<file path="config.mk">
export PLATFORM = sky130hd
export DESIGN_NAME = muldiv_ctrl
export DESIGN_NICKNAME = d
export VERILOG_FILES = /design/src/rtl/muldiv_ctrl.sv
export SDC_FILE = /design/constraint.sdc
export NUM_CORES = 1
export LEC_CHECK = 0
export BUFFER_PORTS_ARGS = -buffer_cell sky130_fd_sc_hd__buf_2
export CORE_AREA = 2 2 200 202
export CTS_BUF_LIST = sky130_fd_sc_hd__clkbuf_4
export CTS_CLUSTER_DIAMETER = 50
export DETAILED_ROUTE_END_ITERATION = 8
export DIE_AREA = 0 0 202 204
export HOLD_SLACK_MARGIN = 0.12
export PLACE_DENSITY = 0.89
export SYNTH_ARGS = -nofsm -noshare
export SYNTH_HDL_FRONTEND = slang
export SYNTH_SLANG_ARGS = --single-unit
</file>
<file path="constraint.sdc">
create_clock -name clk -period 8.6 [get_ports clk]
set_input_delay 0.43 -clock clk [delete_from_list [all_inputs] [get_ports clk]]
set_output_delay 0.43 -clock clk [all_outputs]
set_load 0.1 [all_outputs]
</file>
<file path="src/rtl/muldiv_ctrl.sv">
// Iterative multiply/divide unit: 32 shift-add / restoring shift-subtract steps that update the HI/LO registers.
// Optional MULDIV_EARLY_OUT_EN: a multiply finishes as soon as its remaining multiplier bits are zero.
module muldiv_ctrl (
    input  logic        clk,
    input  logic        rst_n,
    input  logic        start,
    input  logic [1:0]  op,
    input  logic [31:0] src_a,
    input  logic [31:0] src_b,
    input  logic        mt_hi,
    input  logic        mt_lo,
    input  logic        mf_req,
    input  logic        flush,
    output logic        busy,
    output logic        stall_req,
    output logic        done,
    output logic [31:0] hi,
    output logic [31:0] lo
);
    localparam int unsigned W    = 32;
    localparam int unsigned CNTW = 5;

    typedef enum logic [1:0] {IDLE, PREP, RUN, FIX} state_t;

    state_t          state;
    logic [1:0]      opReg;
    logic [W-1:0]    aReg, bReg, mr;
    logic [2*W-1:0]  acc, aux;
    logic [CNTW-1:0] cnt;
    logic            negQ, negR;

    logic           isDiv, isSigned, earlyOut, divFits;
    logic [W-1:0]   absA, absB, divRem, fixHi, fixLo;
    logic [W:0]     divTop;
    logic [2*W-1:0] mulNext, divNext, prod;

    // op[1] selects divide, op[0] selects unsigned
    always_comb begin
        isDiv    = opReg[1];
        isSigned = ~opReg[0];
        absA     = (isSigned && aReg[W-1]) ? W'(-aReg) : aReg;
        absB     = (isSigned && bReg[W-1]) ? W'(-bReg) : bReg;

        // Multiply: LSB-first, multiplicand pre-shifted so acc always holds the aligned partial product
        mulNext  = acc + (mr[0] ? aux : '0);

        // Restoring divide: acc = {remainder, quotient}, shift in quotient bits from the right
        divTop   = acc[2*W-1:W-1];
        divFits  = divTop >= {1'b0, mr};
        divRem   = W'(divTop - {1'b0, mr});
        divNext  = divFits ? {divRem, acc[W-2:0], 1'b1} : {acc[2*W-2:0], 1'b0};

        prod     = negQ ? (2*W)'(-acc) : acc;
        if (!isDiv) begin
            fixHi = prod[2*W-1:W];
            fixLo = prod[W-1:0];
        end else if (bReg == '0) begin
            fixHi = aReg;
            fixLo = '1;
        end else begin
            fixHi = negR ? W'(-acc[2*W-1:W]) : acc[2*W-1:W];
            fixLo = negQ ? W'(-acc[W-1:0]) : acc[W-1:0];
        end

`ifdef MULDIV_EARLY_OUT_EN
        earlyOut = !isDiv && (mr[W-1:1] == '0);
`else
        earlyOut = 1'b0;
`endif
    end

    assign stall_req = busy & (start | mf_req | mt_hi | mt_lo);

    always_ff @(posedge clk or negedge rst_n) begin
        if (!rst_n) begin
            state <= IDLE;
            opReg <= '0;
            aReg  <= '0;
            bReg  <= '0;
            mr    <= '0;
            acc   <= '0;
            aux   <= '0;
            cnt   <= '0;
            negQ  <= 1'b0;
            negR  <= 1'b0;
            busy  <= 1'b0;
            done  <= 1'b0;
            hi    <= '0;
            lo    <= '0;
        end else begin
            done <= 1'b0;
            if (flush) begin
                state <= IDLE;
                busy  <= 1'b0;
            end else begin
                case (state)
                    IDLE: begin
                        if (start) begin
                            opReg <= op;
                            aReg  <= src_a;
                            bReg  <= src_b;
                            state <= PREP;
                            busy  <= 1'b1;
                        end else begin
                            if (mt_hi) hi <= src_a;
                            if (mt_lo) lo <= src_a;
                        end
                    end
                    PREP: begin
                        negQ  <= isSigned & (aReg[W-1] ^ bReg[W-1]);
                        negR  <= isSigned & aReg[W-1];
                        cnt   <= CNTW'(31);
                        mr    <= absB;
                        if (isDiv) begin
                            acc <= {{W{1'b0}}, absA};
                            aux <= '0;
                        end else begin
                            acc <= '0;
                            aux <= {{W{1'b0}}, absA};
                        end
                        state <= RUN;
                    end
                    RUN: begin
                        if (isDiv) begin
                            acc <= divNext;
                        end else begin
                            acc <= mulNext;
                            aux <= aux << 1;
                            mr  <= mr >> 1;
                        end
                        cnt <= CNTW'(cnt - CNTW'(1));
                        if (cnt == '0 || earlyOut) begin
                            state <= FIX;
                            done  <= 1'b1;
                        end
                    end
                    FIX: begin
                        hi    <= fixHi;
                        lo    <= fixLo;
                        state <= IDLE;
                        busy  <= 1'b0;
                    end
                    default: begin
                        state <= IDLE;
                        busy  <= 1'b0;
                    end
                endcase
            end
        end
    end
endmodule

</file>
==> out/qor.csv <==
stage;metric;value;unit
run_status;status;completed;
cells_and_area;Post-Layout Cell Count;3604;
floorplan;Initial Util;59.1;%
worst_setup_path;critical-path cell list;buf_4 -> and2_1 -> ha_1 -> fa_1 -> a21oi_1 -> o22ai_1 -> a211oi_1 -> o31ai_1 -> o311a_1 -> o31ai_1 -> or2_2 -> o21ai_0 -> xor2_1 -> a221o_1;
worst_setup_path;CP top delay family;compound AO/OA/AOI/OAI gates;
worst_setup_path;crit-path most repeated cell;o31ai_1;
sta;Final Hold Fails;0;
logic_synthesis;prevailing post-synth register cell;dfrtp_1;
worst_setup_path;crit path buf inv count;1;
drt;vias per inst;6.64;
sta;fmax;221;MHz
worst_setup_path;Crit path arrival time;5240;ps
clock_tree;Clock Path Buffers;3;
cells_and_area;Final Util;66.1;%
logic_synthesis;sequential element share of the synthesized area;32.5;%
worst_setup_path;Worst Path Required;9310;ps
clock_tree;CTS Hold Bufs;69;
logic_synthesis;Post-Syn Nets;3064;
floorplan;I/O pin total;140;
floorplan;die footprint;0.0412;mm²
global_routing;grt total ovfl;0;
worst_setup_path;CP Max Fanout;66;
clock_tree;Clock transition at path regs;60;ps
clock_tree;PostCTS Resize Cnt;0;
worst_setup_path;r2r startpoint;mr[0];
clock_tree;CTS tree;yes;
sta;Finish-stage setup viols;0;
hold_path;Min-Delay Path Class;in2async;
worst_setup_path;critical path type;reg2reg;
worst_setup_path;Critical Path Start Type;flop;
sta;Worst Tran Pin Value;1220;ps
drt;Iter 0 DRT Violations;2922;
cells_and_area;area grow syn2layout;11.9;%
power;Pleak;11.5;nW
logic_synthesis;Cells after Synth;2884;
power;pwr dens;402;mW/mm²
global_routing;GRT met3 Usage;8.08;%
drt;ANT nets after route;0;
logic_synthesis;Post-synth ARST share;100;%
sta;Final Critical Period;4530;ps
sta;final setup TNS;0;ps
clock_tree;H-tree depth;3;
logic_synthesis;number of synthesized flops with an enable pin;0;
drt;WL final;85100;µm
logic_synthesis;Seq cells post-synth;301;
sta;Pins Over Slew Limit;0;
global_routing;largest net degree at the start of global routing;165;
power;Max IR drop VDD;0.326;mV
sta;fin crit share;52.7;%
logic_synthesis;Avg Cell Area, Syn;8.03;µm²
drt;DRC;0;
global_routing;first-pass GRT wire length;131000;µm
logic_synthesis;synth unique cells;76;
place;DP HPWL;59000;µm
sta;RSZ-0062 raised after global routing;no;
global_routing;vias in the first global route;22800;
run;Max Cap Viol;0;
worst_setup_path;CP endpoint kind;flop;
clock_tree;root buffer cell;clkbuf_4;
cells_and_area;most common cell after layout, fill and taps aside;nand2_1;
logic_synthesis;Yosys warnings;0;
sta;Layout Skew;78.2;ps
drt;vias post-DR;23900;
global_routing;GR Util met1;51.6;%
global_routing;GR Layer Usage met2;62.7;%
logic_synthesis;Yosys top cell area share;32.5;%
cells_and_area;FILL cells;3196;
drt;drt wl/cell;23.6;µm
place;I/O Buffers;139;
clock_tree;Clock Latency Late Sink;830;ps
logic_synthesis;Yosys top cell by area;dfrtp_1;
global_routing;GRT Util Overall;40.9;%
floorplan;Die W;202;µm
clock_tree;Num CTS Buffers;83;
worst_setup_path;slowest stage delay, CP;660;ps
global_routing;GRT busiest layer;met2;
worst_setup_path;crit path launch;mr[0];
clock_tree;clk sinks;301;
logic_synthesis;Synth Cell Area;0.0232;mm²
cells_and_area;share of cells above drive strength 1;13.0;%
floorplan;row count;73;
sta;max_slew headroom;18.3;%
place;placed insts;3384;
floorplan;Die H;204;µm
place;RD Place Congestion;0.989;
drt;drt pass-1 iters;6;
logic_synthesis;largest cells by area after synthesis;dfrtp_1 (33%), o21ai_0 (6.9%), ha_1 (5.7%);
cells_and_area;layout net count;3193;
global_routing;antenna violations before repair;4;
worst_setup_path;CP max stage cell;a211oi_1;
floorplan;total core area;0.0392;mm²
cells_and_area;most frequent cells in the layout;nand2_1 (337), o21ai_0 (319), dfrtp_1 (300);
clock_tree;Post-CTS Setup Inserts;0;
-- Yosys cell counts, drive strengths merged, types with 11 or more instances --
cell / instances
nand2: 338
o21ai: 328
dfrtp: 301
nor2: 236
a21oi: 223
clkbuf: 174
xnor2: 114
ha: 105
xor2: 91
inv: 85
and2: 74
mux2: 68
nor3: 56
nand3: 50
a21o: 45
a221oi: 37
a22o: 36
o31ai: 36
or3: 35
mux2i: 32
nand4: 31
a31oi: 25
o22ai: 25
a211oi: 23
buf: 23
nand2b: 22
o211ai: 22
o21bai: 21
nor2b: 20
or4: 20
nor4: 19
and3: 18
or2: 13
o21a: 11
-- flip-flops by register name, indices dropped and copies added, names as in the netlist --
signal and cells:
aReg 32, acc 64, aux 64, bReg 32
busy 1, cnt 5, done 1, hi 32
lo 32, mr 32, negQ 1, negR 1
opReg 2, state 2
-- routing by layer --
metal | share of wire (%) | up-vias | wire (µm)
met4 | 7.7 | 2 | 6520
li1 | - | 10700 | -
met2 | 44 | 1549 | 37500
met5 | 0.014 | - | 12
met1 | 38 | 11300 | 32400
met3 | 10 | 334 | 8760
-- cell families after synthesis --
group	after synthesis	synth area share, %
AND/OR/NAND/NOR	953	19.4
adder cells (fa/ha/maj)	107	5.85
XOR/XNOR	205	7.75
flip-flops	301	32.5
buffers and inverters	283	4.62
multiplexers	100	4.69
AO/OA/AOI/OAI	935	25.1
-- worst register-to-register path, delay by kind of cell (launching register included) --
| kind | cells | cell delay (ps) |
|---|---|---|
| AO/OA/AOI/OAI | 8 | 2560 |
| AND/OR/NAND/NOR | 2 | 460 |
| flip-flops | 1 | 350 |
| adder cells (fa/ha/maj) | 2 | 610 |
| XOR/XNOR | 1 | 160 |
| buffers and inverters | 1 | 310 |
-- path summary, 6_finish.rpt --
path	endpoint	slack, ps	depth (start not counted)
setup reg to reg	acc[54]	4070	14
hold / removal	hi[18]	350	2
max in group asynchronous	aux[44]	6680	3
min in group clk	bReg[28]	370	3
setup / recovery	acc[54]	4070	14
hold reg to reg	aux[47]	470	1
-- layout make-up --
class	count	area (µm²)	share of cell area [%]
timing repair buffer	241	1660	6.39
sequential	301	7540	29.1
antenna	3	7.51	0.0290
inverter	86	323	1.25
clock buffer	110	826	3.19
clock inverter	38	294	1.14
tap	525	657	2.54
multi-input combinational	2300	14600	56.4
-- where the power goes --
part,switching [mW],total (mW),internal (mW)
registers,0.744,2.71,1.96
logic,4.40,6.27,1.87
clock network,0.691,1.44,0.750
-- per-stage QoR --
stage                     hold slack [ps]  power, mW  area [µm²]  worst slack (ps)
after floorplan                       134       6.95       23200              4890
after global placement                457       8.51       24100              4270
after detailed placement              465       8.66       24100              4170
after CTS                             311       10.1       25900              4170
after global routing                  338       11.0       25900              3670
final                                 350       10.4       25900              4070
Note: power is estimated with default switching activity, not from simulation.
